File: config.mk
export PLATFORM = sky130hd
export DESIGN_NAME = demux_feeder
export DESIGN_NICKNAME = d
export VERILOG_FILES = /design/src/rtl/demux_feeder.sv
export SDC_FILE = /design/constraint.sdc
export NUM_CORES = 1
export LEC_CHECK = 0
export CELL_PAD_IN_SITES_DETAIL_PLACEMENT = 0
export CELL_PAD_IN_SITES_GLOBAL_PLACEMENT = 1
export CORE_MARGIN = 1
export CORE_UTILIZATION = 25
export CTS_BUF_LIST = sky130_fd_sc_hd__clkbuf_4 sky130_fd_sc_hd__clkbuf_8 sky130_fd_sc_hd__clkbuf_16
export DETAILED_ROUTE_END_ITERATION = 8
export HOLD_SLACK_MARGIN = 0.12
export PLACE_DENSITY = 0.58
export SYNTH_ARGS = -nofsm -noshare
export SYNTH_HDL_FRONTEND = slang
export SYNTH_SLANG_ARGS = --single-unit
File: constraint.sdc
create_clock -name clk -period 3.71 [get_ports clk]
set_input_delay 0.742 -clock clk [delete_from_list [all_inputs] [get_ports clk]]
set_output_delay 0.742 -clock clk [all_outputs]
set_load 0.05 [all_outputs]
File: src/rtl/demux_feeder.sv
// FIFO-buffered feeder for a 1:4 demux: queues {dest,data} words and presents them
// on registered a/{s1,s0}/a_valid when the destination channel is free.
module demux_feeder #(
    parameter int unsigned DW    = 4,
    parameter int unsigned DEPTH = 4
) (
    input  logic          clk,
    input  logic          rst,
    input  logic          flush,
    input  logic [DW-1:0] in_data,
    input  logic [1:0]    in_dest,
    input  logic          in_valid,
    output logic          in_ready,
    input  logic [3:0]    ch_busy,
    output logic [DW-1:0] a,
    output logic          s1,
    output logic          s0,
    output logic          a_valid,
    output logic          blocked,
    output logic [7:0]    stall_cnt
);

    localparam int unsigned AW = $clog2(DEPTH);
    localparam int unsigned CW = AW + 1;
    localparam int unsigned EW = DW + 2;

    typedef enum logic [1:0] {S_IDLE, S_RUN, S_BLOCKED} state_t;

    logic [EW-1:0] mem_q [DEPTH];
    logic [AW-1:0] wr_ptr_q, wr_ptr_d;
    logic [AW-1:0] rd_ptr_q, rd_ptr_d;
    logic [CW-1:0] count_q, count_d;
    logic [DW-1:0] a_q, a_d;
    logic [1:0]    sel_q, sel_d;
    logic          a_valid_q, a_valid_d;
    logic [7:0]    stall_q, stall_d;
    state_t        state_q, state_d;

    logic [EW-1:0] head_c;
    logic [EW-1:0] after_head_c;
    logic [1:0]    next_dest_c;
    logic          push_c;
    logic          pop_c;
    logic          stall_c;

    assign in_ready     = (count_q < CW'(DEPTH)) && !rst && !flush;
    assign push_c       = in_valid && in_ready;
    assign head_c       = mem_q[rd_ptr_q];
    assign after_head_c = mem_q[AW'(rd_ptr_q + AW'(1))];
    assign stall_c      = (count_q != '0) && ch_busy[head_c[EW-1 -: 2]];
    assign pop_c        = (count_q != '0) && !stall_c && !flush;

    // Storage is not reset; only pointers and count define validity.
    always_ff @(posedge clk) begin
        if (push_c) begin
            mem_q[wr_ptr_q] <= {in_dest, in_data};
        end
    end

    always_ff @(posedge clk or posedge rst) begin
        if (rst) begin
            wr_ptr_q  <= '0;
            rd_ptr_q  <= '0;
            count_q   <= '0;
            a_q       <= '0;
            sel_q     <= '0;
            a_valid_q <= 1'b0;
            stall_q   <= '0;
            state_q   <= S_IDLE;
        end else begin
            wr_ptr_q  <= wr_ptr_d;
            rd_ptr_q  <= rd_ptr_d;
            count_q   <= count_d;
            a_q       <= a_d;
            sel_q     <= sel_d;
            a_valid_q <= a_valid_d;
            stall_q   <= stall_d;
            state_q   <= state_d;
        end
    end

    // Next-state: FIFO bookkeeping, output word, stall counter and FSM.
    always_comb begin
        wr_ptr_d    = wr_ptr_q;
        rd_ptr_d    = rd_ptr_q;
        count_d     = count_q;
        a_d         = '0;
        sel_d       = sel_q;
        a_valid_d   = 1'b0;
        stall_d     = stall_q;
        state_d     = state_q;
        next_dest_c = head_c[EW-1 -: 2];

        if (flush) begin
            wr_ptr_d = '0;
            rd_ptr_d = '0;
            count_d  = '0;
            stall_d  = '0;
            state_d  = S_IDLE;
        end else begin
            if (stall_c && (stall_q != 8'hFF)) begin
                stall_d = stall_q + 8'd1;
            end
            if (pop_c) begin
                a_d       = head_c[DW-1:0];
                sel_d     = head_c[EW-1 -: 2];
                a_valid_d = 1'b1;
                rd_ptr_d  = AW'(rd_ptr_q + AW'(1));
            end
            if (push_c) begin
                wr_ptr_d = AW'(wr_ptr_q + AW'(1));
            end
            count_d = CW'(count_q + CW'(push_c) - CW'(pop_c));

            // Head after this edge: a word pushed into an empty slot becomes head.
            if (pop_c) begin
                next_dest_c = (count_q == CW'(1)) ? in_dest : after_head_c[EW-1 -: 2];
            end else if (count_q == '0) begin
                next_dest_c = in_dest;
            end

            if (count_d == '0) begin
                state_d = S_IDLE;
            end else if (ch_busy[next_dest_c]) begin
                state_d = S_BLOCKED;
            end else begin
                state_d = S_RUN;
            end
        end
    end

    assign a         = a_q;
    assign s1        = sel_q[1];
    assign s0        = sel_q[0];
    assign a_valid   = a_valid_q;
    assign blocked   = (state_q == S_BLOCKED);
    assign stall_cnt = stall_q;

endmodule

# [Word level (Yosys, flattened, before mapping)]
# Memories as Yosys holds them, arrays and structs flattened.
# Cells that the tools add are included.
[word_totals] regBits=24 ramBits=24 output_inout_bits=17 n_memories=1
[mem_list] name="mem_q" depth=4 word_bits=6 read_ports=2 rd_ports_with_merged_regs=0 wr=1 line_no="29" text="logic [EW-1:0] mem_q [DEPTH];"
[op_classes] n_lt_le_gt_ge=3 mux=24 addsub=5 eq_ne=3 bitwise_logic=1 reduce_logical=17
[ops] cell="$mux W2" count=11
[ops] cell="$mux W8" count=2
[ops] cell="$add A8 B1 Y8 const B" count=1
[ops] cell="$mux W4" count=2
[ops] cell="$ne A8 B8 Y1 const B" count=1
[ops] cell="$logic_and A1 B1 Y1" count=7
[ops] cell="$logic_not A3 Y1" count=2
[ops] cell="$lt A2 B3 Y1 const B" count=2
[ops] cell="$mux W1" count=6
[ops] cell="$reduce_bool A2 Y1" count=3
[ops] cell="$add A2 B1 Y2 const B" count=2
[ops] cell="$bmux W1 S2" count=2
[ops] cell="$add A3 B1 Y3" count=1
[ops] cell="$eq A3 B1 Y1 const B" count=1
[ops] cell="$logic_not A1 Y1" count=3
[ops] cell="$lt A3 B3 Y1 const B" count=1
[ops] cell="$mux W3" count=1
[ops] cell="$reduce_bool A3 Y1" count=1
[ops] cell="$sub A3 B1 Y3" count=1
[ops] cell="$eq A2 B2 Y1 const B" count=1
[ops] cell="$reduce_and A2 Y1" count=1
[ops] cell="$not A1 Y1" count=1

# [Depth between registers and ports, before layout]
# An unclocked memory read counts as a cell.
[logic_depth] depth_word=14 ltp_mapped=15 ltp_nobuf=14

# [Worst setup path after synthesis]
# No wires, ideal clock.
[synth_timing] path_type="input to register" startpoint="input flush" endpoint="register state_q[1]" setup_ns=0.119 slack_ns=-0.396 t_arrival_ns=3.987 cell_stages=13 cell_sequence="clkbuf_1 > nor3_1 > and2_1 > inv_1 > ha_1 > inv_1 > ha_1 > inv_1 > fa_1 > xor2_1 > xnor2_1 > a31oi_1 > and2_1"
[synth_via] word_cells_on_any_way=14 classes_between="add/sub (2); mux (7); reduce/logical (5)"
[synth_lines] element="start, declared" line_no="9" text="input logic flush,"
[synth_lines] element="$logic_not A1 Y1" line_no="46" text="assign in_ready = (count_q < CW'(DEPTH)) && !rst && !flush;"
[synth_lines] element="$logic_and A1 B1 Y1" line_no="46"
[synth_lines] element="named net in_ready" line_no="13" text="output logic in_ready,"
[synth_lines] element="$logic_and A1 B1 Y1" line_no="47" text="assign push_c = in_valid && in_ready;"
[synth_lines] element="$add A3 B1 Y3" line_no="113" text="count_d = CW'(count_q + CW'(push_c) - CW'(pop_c));"
[synth_lines] element="$sub A3 B1 Y3" line_no="113"
[synth_lines] element="$logic_not A3 Y1" line_no="122" text="if (count_d == '0) begin"
[synth_lines] element="$mux W2" line_no="122"
[synth_lines] element="$mux W2" line_no="94" text="if (flush) begin"
[synth_lines] element="named net state_d[1]" line_no="37" text="state_t state_q, state_d;"
[synth_lines] element="end signal, assigned" line_no="78" text="state_q <= state_d;"
[synth_lines] element="end, declared" line_no="37"
# The timed path passes the listed nets, and every way through them passes these cells. The select of a mux whose other input is x is not followed.
# A chain may end at the register's enable or synchronous reset.

# [Final worst setup path]
[layout_timing] startpoint="register rd_ptr_q[1]" endpoint="register state_q[1]"
[layout_via] elab_chain_len=14 word_cells_on_any_way=19 classes_between="add/sub (2); mux (11); reduce/logical (5); memory (1)"
[layout_lines] element="start, declared" line_no="31" text="logic [AW-1:0] rd_ptr_q, rd_ptr_d;"
[layout_lines] element="start signal, assigned" line_no="72" text="rd_ptr_q <= rd_ptr_d;"
[layout_lines] element="$mem_v2 Z4 W6 *"
[layout_lines] element="$bmux W1 S2" line_no="50" text="assign stall_c = (count_q != '0) && ch_busy[head_c[EW-1 -: 2]];"
[layout_lines] element="$mux W1 (not written as such)" line_no="50"
[layout_lines] element="$logic_and A1 B1 Y1" line_no="50"
[layout_lines] element="$logic_not A1 Y1" line_no="51" text="assign pop_c = (count_q != '0) && !stall_c && !flush;"
[layout_lines] element="$logic_and A1 B1 Y1 (2 in a row)" line_no="51"
[layout_lines] element="$mux W2" line_no="116" text="if (pop_c) begin"
[layout_lines] element="$mux W2" line_no="94"
[layout_lines] element="$bmux W1 S2" line_no="124" text="end else if (ch_busy[next_dest_c]) begin"
[layout_lines] element="$mux W1 (not written as such)" line_no="124"
[layout_lines] element="$mux W2" line_no="124"
[layout_lines] element="$mux W2 *" line_no="122"
[layout_lines] element="$mux W2 *" line_no="94"
[layout_lines] element="named net state_d[1]" line_no="37"
# The timed path passes the listed nets; every way through them passes the cells marked *. The select of a mux whose other input is x is not followed.

==> flow_metrics.env <==
export IMPL_cts_tree="yes"
export IMPL_grt_most_used_layer="met2"
export IMPL_synth_cell_area_mm2=0.00222
export IMPL_post_route_util=0.322
export IMPL_nNetsFinal=218
export IMPL_synthFlopType="edfxtp_1"
export IMPL_power_frac_clock=0.218
export IMPL_dp_slack_ns=0.253
export IMPL_grt_pass1_wl_mm=6.92
export IMPL_htreeDepth=2
export IMPL_io_buffers=30
export IMPL_via_per_inst=4.47
export IMPL_grt_pass1_vias=1318
export IMPL_die_x_um=96.3
export IMPL_fmax_mhz=299
export IMPL_leakagePower_nw=1.13
export IMPL_async_flop_share=0.500
export IMPL_clock_path_buffers=2
export IMPL_hold_path_class="register to register"
export IMPL_fin_ws_ns=0.370
export IMPL_cp_startpoint="rd_ptr_q[1]$_DFFE_PP0P_"
export IMPL_tightest_slew_ns=0.935
export IMPL_reg2reg_from="rd_ptr_q[1]$_DFFE_PP0P_"
export IMPL_first_pass_iters=5
export IMPL_n_antenna_cell=0
export IMPL_yosysTopAreaCell="edfxtp_1"
export IMPL_setup_violations_final=0
export IMPL_clock_latency_ns=0.30
export IMPL_drive_gt1_frac=0.142
export IMPL_p_comb_frac=0.376
export IMPL_synth_common_cells="24 x dfrtp_1, 24 x edfxtp_1, 17 x nor2_1, 11 x and3_1, 9 x mux2i_1"
export IMPL_switching_share=0.348
export IMPL_wl_per_cell_um=14.3
export IMPL_post_cts_buffers=0
export IMPL_place_congestion=0.795
export IMPL_reg2reg_depth=14
export IMPL_cts_resized=0
export IMPL_finalSetupTns_ns=0
export IMPL_finClkSkew_ns=0.00512
export IMPL_outcome="finished, final reports clean"
export IMPL_use_met3=0.0269
export IMPL_maxSlewViolCount=0
export IMPL_ys_seq_area_frac=0.595
export IMPL_cp_data_arrival_time_ns=3.53
export IMPL_synth_avg_cell_area_um2=14.2
export IMPL_path_clk_slew_ns=0.09
export IMPL_min_period_over_period=0.900
export IMPL_grt_max_degree=25
export IMPL_synth_nets=179
export IMPL_synth_seq_cells=48
export IMPL_drt_wl_total_mm=4.36
export IMPL_hp_start="sel_q[1]$_DFFE_PP0P_"
export IMPL_powerDensity_mw_per_mm2=582
export IMPL_rows=34
export IMPL_start_util=0.256
export IMPL_vias=1363
export IMPL_cp_start_kind="register"
export IMPL_syn_inst=157
export IMPL_clockRootBuffer="clkbuf_8"
export IMPL_ys_types=34
export IMPL_cts_sinks=48
export IMPL_timing_rr_end="state_q[1]$_DFF_PP0_"
export IMPL_met1_usage=0.138
export IMPL_dp_hpwl_mm=3.18
export IMPL_synth_edf_count=24
export IMPL_drc=0
export IMPL_antenna_found_initial=0
export IMPL_p_int_w=0.00106
export IMPL_core_area_mm2=0.00868
export IMPL_syn_to_final_growth_pct=25.7
export IMPL_cap_violations=0
export IMPL_ctsHoldBuffers=0
export IMPL_crit_path_max_fanout=10
export IMPL_rsz0062_at_grt="no"
export IMPL_critPathKind="register to register"
export IMPL_r2r_setup_slack_ns=0.37
export IMPL_maxSlewHeadroom=0.376
export IMPL_seqPwrFrac=0.406
export IMPL_pin_count=31
export IMPL_final_hold_viol_count=0
export IMPL_cp_endpoint="state_q[1]$_DFF_PP0_"
export IMPL_yosysWarningCount=0
export IMPL_drtIter0Drc=74
export IMPL_fin_crit_ns=3.34
export IMPL_met2_usage=0.160
export IMPL_grtUsageTotal=0.104
export IMPL_cts_buffers_inserted=5
export IMPL_whs_ns=0.499
export IMPL_worst_endpoint_required_ns=3.90
export IMPL_end_kind="register"
export IMPL_num_fill_cells=889
export IMPL_overflow=0
export IMPL_design_die_area_mm2=0.00927
export IMPL_ys_top_cells_by_area="edfxtp_1 32%, dfrtp_1 27%, mux4_2 8.1%"
export IMPL_switching_power_w=0.000566
export IMPL_postRouteAntennaNets=0
export IMPL_yosysTopAreaCellShare=0.324
export IMPL_die_h_um=96.3
export IMPL_ir_drop_mv=0.161
[power groups by stage]
stage          logic, W  registers, W  clock network [W]
3_3_place_gp   0.000620      0.000673                  0
5_1_grt        0.000665      0.000669           0.000394
2_1_floorplan  0.000365      0.000745                  0
6_report       0.000611      0.000659           0.000355
4_1_cts        0.000619      0.000661           0.000369
3_5_place_dp   0.000617      0.000672                  0
[layout make-up]
type	count	area [um^2]	share of cell area
clock buffer	6	93.8	0.0336
multi-input combinational	96	848	0.304
clock inverter	2	17.5	0.00627
sequential	48	1320	0.473
tap	108	135	0.0484
timing repair buffer	36	343	0.123
inverter	9	33.8	0.0121
[critical path: stages, from the launching register on]
cell     delay [ns]
dfrtp_1        0.47
mux4_2         0.62
mux2i_1        0.17
mux2_4         0.34
nand2_1        0.10
inv_1          0.05
ha_1           0.27
inv_1          0.05
ha_1           0.13
inv_1          0.04
fa_1           0.36
xor2_1         0.16
xnor2_1        0.23
a31oi_1        0.11
and2_1         0.14
[how the worst min path moves through the flow]
stage / to / slack, ns / cells after the start
floorplan: wr_ptr_q[0]$_DFFE_PP0P_ / 0.49 / 1
global placement: sel_q[0]$_DFFE_PP0P_ / 0.49 / 1
detailed placement: sel_q[1]$_DFFE_PP0P_ / 0.48 / 1
CTS: sel_q[1]$_DFFE_PP0P_ / 0.51 / 1
global route: sel_q[0]$_DFFE_PP0P_ / 0.55 / 1
finish: sel_q[1]$_DFFE_PP0P_ / 0.50 / 1
[kinds of logic after synthesis]
| group | Yosys count | share of synthesized area |
|---|---|---|
| flip-flops | 48 | 0.595 |
| AO/OA/AOI/OAI | 10 | 0.0479 |
| adder cells (fa/ha/maj) | 8 | 0.0484 |
| buffers and inverters | 13 | 0.0259 |
| AND/OR/NAND/NOR | 49 | 0.111 |
| multiplexers | 18 | 0.128 |
| XOR/XNOR | 11 | 0.0434 |
[placed cells by master (no fill, tap or decap), drive strengths merged, types with 2 or more instances in the layout]
master         synthesis  routed
a311oi                 2       2
a31oi                  2       2
a32o                   2       2
and2                   3       3
and3                  11      11
buf                    3       7
clkbuf                 1       6
clkdlybuf4s50          0      29
clkinv                 0       2
dfrtp                 24      24
edfxtp                24      24
ha                     7       7
inv                    9       9
mux2i                  9       9
mux4                   8       8
nand2                  5       5
nand4                  4       4
nor2                  17      17
nor2b                  3       3
nor3                   2       2
xnor2                  3       3
xor2                   8       8
[metrics by stage]
step / power (W) / area (um^2) / cells
floorplan: 0.00111 / 2230 / 157
global placement: 0.00129 / 2680 / 297
detailed placement: 0.00129 / 2680 / 297
CTS: 0.00165 / 2790 / 305
global route: 0.00173 / 2790 / 305
finish: 0.00163 / 2790 / 305
[per-layer routing]
layer	wire length, um	up-vias
li1	-	651
met1	2170	662
met2	1920	43
met3	197	7
met4	76	0
met5	0	-
[sequential cells by signal, indices dropped and copies added, names as in the netlist]
register / flops
state_q: 2
rd_ptr_q: 2
count_q: 3
wr_ptr_q: 2
a_valid: 1
mem_q: 24
a: 4
sel_q: 2
stall_cnt: 8
Note: power is estimated with default switching activity, not from simulation.
==> RTL edit 1, RTL diff (config.mk and constraints unchanged) <==
`DW`: 4 -> 6.
--- a/src/rtl/demux_feeder.sv
+++ b/src/rtl/demux_feeder.sv
@@ -1,7 +1,7 @@
 // FIFO-buffered feeder for a 1:4 demux: queues {dest,data} words and presents them
 // on registered a/{s1,s0}/a_valid when the destination channel is free.
 module demux_feeder #(
-    parameter int unsigned DW    = 4,
+    parameter int unsigned DW    = 6,
     parameter int unsigned DEPTH = 4
 ) (
     input  logic          clk,
Ports: changed (resized a and in_data); port bits go from 31 to 35. No check against the original RTL was run, so the function may have changed too.
==> RTL edit 1 against the original RTL <==
- power rose by 25%
- area after synthesis increased by 19%
- clock power increased by 60%
- worst setup slack got worse by 0.040 ns
- critical endpoint unchanged
- design area rose by 21%
- routed wire length up 23%
- highest routed layer unchanged
- sequential share of layout area up 0.37 points
- combinational power increased by 9.8%
- sequential cell count rose by 10
==> RTL edit 1: results (changes against the original RTL) <==
| Metric | Value |
|---|---|
| Run status | `completed (unchanged)` |
| Synth top area cells | `edfxtp_1 36%, dfrtp_1 25%, mux4_1 8.9% (was edfxtp_1 32%, dfrtp_1 27%, mux4_2 8.1%)` |
| Worst reg2reg setup slack | `0.33 ns (was 0.37 ns)` |
| Iteration-0 DRC Markers | `50 (was 74)` |
| Post-DP HPWL | `3.71 mm (was 3.18 mm)` |
| Worst-margin pin slew | `0.504 ns (was 0.935 ns)` |
| Post-synth EDFFs | `32 (was 24)` |
| Synth Area in Compound Gates | `4.20% (was 4.79%)` |
| Clk_lat worst skew | `0.33 ns (was 0.30 ns)` |
| Synth Area in Adders | `4.06% (was 4.84%)` |
| Port Buffer Count | `34 (was 30)` |
| GP Congestion | `0.694 (was 0.795)` |
| H-tree depth | `3 (was 2)` |
| LEAKAGE | `1.37 nW (was 1.13 nW)` |
| Reg clk slew, reported paths | `0.07 ns (was 0.09 ns)` |
| Largest register FFs | `32 (was 24)` |
| Vias/cell | `4.38 (was 4.47)` |
| Top cells by count, synth | `32 x edfxtp_1, 26 x dfrtp_1, 17 x nor2_1 (was 24 x dfrtp_1, 24 x edfxtp_1, 17 x nor2_1)` |
| Crit path max fanout | `6 (was 10)` |
| Dpl cells | `349 (was 297)` |
| Vias in the first global route | `1671 (was 1318)` |
| Seq/Total Area, Yosys | `60.8% (was 59.5%)` |
| Pre-antenna DRT Iters | `4 (was 5)` |
| GRT Total Usage | `10.7% (was 10.4%)` |
| Mux contribution to synthesized area | `13.7% (was 12.8%)` |
| CP max stage cell | `mux4_1 (was mux4_2)` |
| First-pass GRT wire length | `8.78 mm (was 6.92 mm)` |
| Synthesized instance count | `176 (was 157)` |
| Peak supply drop | `0.193 mV (was 0.161 mV)` |
| Proportion of layout cells with a drive suffix above 1 | `14.0% (was 14.2%)` |
| Final #Nets | `248 (was 218)` |
==> RTL edit 1: routing by layer <==
metal | global-route usage (%) | part of all wire [%] | vias up
li1 | - | - | 756
met1 | 13.0 | 45 | 820
met2 | 17.5 | 51 | 19
met3 | 2.99 | 2.7 | 2
met4 | 4.53 | 0.80 | 0
met5 | 0 | 0 | -
==> RTL edit 1: layout make-up <==
class	instances	area (µm²)	share of cell area, %
clock buffer	12	146	4.33
timing repair buffer	43	418	12.4
clock inverter	4	43.8	1.30
tap	136	170	5.04
inverter	9	33.8	1.00
sequential	58	1610	47.7
multi-input combinational	103	956	28.3
==> RTL edit 1: where the power goes <==
group	switching (W)	internal, W	total [W]
logic	0.000375	0.000296	0.000671
registers	0.0000471	0.000741	0.000788
clock network	0.000241	0.000328	0.000569
==> RTL edit 1: through the flow <==
stage	setup slack (ns)	cell area (µm²)
finish	0.330	3380
global route	0.117	3380
CTS	0.324	3380
detailed placement	0.252	3190
global placement	0.297	3190
floorplan	0.358	2660
==> RTL edit 2, RTL diff (config.mk and constraints unchanged) <==
Without the edit above. Take the reset off `a_q` and load it in a clocked block of its own.
--- a/src/rtl/demux_feeder.sv
+++ b/src/rtl/demux_feeder.sv
@@ -62,7 +62,6 @@
             wr_ptr_q  <= '0;
             rd_ptr_q  <= '0;
             count_q   <= '0;
-            a_q       <= '0;
             sel_q     <= '0;
             a_valid_q <= 1'b0;
             stall_q   <= '0;
@@ -71,12 +70,15 @@
             wr_ptr_q  <= wr_ptr_d;
             rd_ptr_q  <= rd_ptr_d;
             count_q   <= count_d;
-            a_q       <= a_d;
             sel_q     <= sel_d;
             a_valid_q <= a_valid_d;
             stall_q   <= stall_d;
             state_q   <= state_d;
         end
+    end
+
+    always_ff @(posedge clk) begin
+        a_q <= a_d;
     end
 
     // Next-state: FIFO bookkeeping, output word, stall counter and FSM.
Formal check against the unedited RTL: differs if rst is asserted again (counterexample within 4 cycles, from zero or initial values and one cycle with rst high); with rst held inactive, the same outputs for 10 cycles.
==> RTL edit 2 against the original RTL <==
- routed wire length is 2.7% higher
- power is 0.65% lower
- critical path depth is 1 lower
- area after synthesis is 0.73% lower
- worst setup slack better by 0.25 ns
- design area is 1.1% lower
- non-clock buffer count stayed put
- sequential cell count stayed put
- largest cell class unchanged
==> RTL edit 2: results (changes against the original RTL) <==
| Metric | Value |
|---|---|
| Run status | `completed (unchanged)` |
| Iteration-0 DRC Markers | `59 (was 74)` |
| Pre-antenna DRT Iters | `4 (was 5)` |
| Vias in the first global route | `1414 (was 1318)` |
| Arrival @ worst endpoint | `3.28 ns (was 3.53 ns)` |
| FFs w/ async S/R, synth | `41.7% (was 50.0%)` |
| Worst reg2reg setup slack | `0.62 ns (was 0.37 ns)` |
| Critical Path Max Stage Delay | `0.59 ns (was 0.62 ns)` |
| Metal3 WL | `143 µm (was 197 µm)` |
| Met2 WL | `2.20 mm (was 1.92 mm)` |
| First-pass GRT wire length | `7.37 mm (was 6.92 mm)` |
| Seq/Total Area, Yosys | `59.0% (was 59.5%)` |
| Top cells by count, synth | `24 x edfxtp_1, 20 x dfrtp_1, 16 x nor2_1 (was 24 x dfrtp_1, 24 x edfxtp_1, 17 x nor2_1)` |
| Syn nets | `187 (was 179)` |
| Proportion of layout cells with a drive suffix above 1 | `13.7% (was 14.2%)` |
| FF-to-FF path depth | `13 (was 14)` |
| Vias/cell | `4.58 (was 4.47)` |
| GRT Total Usage | `11.0% (was 10.4%)` |
| GP Congestion | `0.723 (was 0.795)` |
| CP startpoint | `rd_ptr_q[1]$_DFFE_PP0P_ (unchanged)` |
| M1 wire length | `2.04 mm (was 2.17 mm)` |
| Crit path max fanout | `5 (was 10)` |
| Post-synth cell types | `35 (was 34)` |
| Max-Slew Margin vs Limit | `42.8% (was 37.6%)` |
| Synth top area cells | `edfxtp_1 33%, dfrtp_1 23%, mux4_2 9.2% (was edfxtp_1 32%, dfrtp_1 27%, mux4_2 8.1%)` |
| Final #Nets | `226 (was 218)` |
| Peak supply drop | `0.242 mV (was 0.161 mV)` |
| Final setup skew | `0.00921 ns (was 0.00512 ns)` |
| LEAKAGE | `1.06 nW (was 1.13 nW)` |
RTL edit 2: cell types whose count changed after synthesis, sizes merged, moves of 3 or more:
cell,delta
and3,-6
nand2,+6
a21oi,+4
dfrtp,-4
dfxtp,+4
nor3,+4
and2,+3
mux2i,-3
nand3,+3
or3,+3
xor2,-3
RTL edit 2: how the worst min path moves through the flow:
stage	from	end	slack, ns	cells past startpoint
floorplan	wr_ptr_q[0]$_DFFE_PP0P_	wr_ptr_q[0]$_DFFE_PP0P_	0.49	1
global placement	sel_q[0]$_DFFE_PP0P_	sel_q[0]$_DFFE_PP0P_	0.52	2
detailed placement	sel_q[0]$_DFFE_PP0P_	sel_q[0]$_DFFE_PP0P_	0.48	2
CTS	sel_q[0]$_DFFE_PP0P_	sel_q[0]$_DFFE_PP0P_	0.52	2
global route	sel_q[0]$_DFFE_PP0P_	sel_q[0]$_DFFE_PP0P_	0.56	2
finish	sel_q[0]$_DFFE_PP0P_	sel_q[0]$_DFFE_PP0P_	0.52	2
RTL edit 2: cell type report:
type	count	area (µm²)
clock buffer	6	76.3
inverter	7	26.3
clock inverter	2	12.5
sequential	48	1300
multi-input combinational	106	860
fill	857	5620
timing repair buffer	36	355
tap	105	131
RTL edit 2: where the power goes:
part	internal (W)	total (W)	switching, W
clock network	0.000139	0.000316	0.000176
registers	0.000617	0.000673	0.0000569
logic	0.000273	0.000625	0.000353
RTL edit 2: logic make-up (layout without fill, tap and decap cells):
kind of cell,Yosys count,in the layout,synth area share (%)
AO/OA/AOI/OAI,16,16,4.94
flip-flops,48,48,59.0
AND/OR/NAND/NOR,57,57,12.9
multiplexers,15,15,12.1
adder cells (fa/ha/maj),8,8,4.88
XOR/XNOR,10,10,3.97
buffers and inverters,11,51,2.27
RTL edit 2: critical path: cells and delay by family, from the launching register on:
kind,cells,cell delay [ns]
DFF,1,0.37
adders and majority gates,3,0.71
xor gates and xnor gates,2,0.42
AOI/OAI and AO/OA,1,0.11
buffers and inverters,2,0.09
muxes,2,0.85
and+or+nand+nor,3,0.43
RTL edit 2: layer usage:
metal  GRT usage, %  vias to the layer above
met1           14.9                      716
met5              0                        -
met2           17.0                       22
met4           4.85                        0
li1               -                      676
met3           2.45                        6
RTL edit 2: per-stage QoR:
stage / instance area, µm² / utilization, % / total power [W] / cells / setup WS, ns
finish: 2760 / 33.0 / 0.00161 / 310 / 0.625
CTS: 2760 / 33.0 / 0.00164 / 310 / 0.585
detailed placement: 2670 / 31.9 / 0.00132 / 302 / 0.280
floorplan: 2210 / - / 0.00113 / 165 / 0.275
global route: 2760 / 33.0 / 0.00172 / 310 / 0.375
global placement: 2670 / 31.9 / 0.00132 / 302 / 0.307
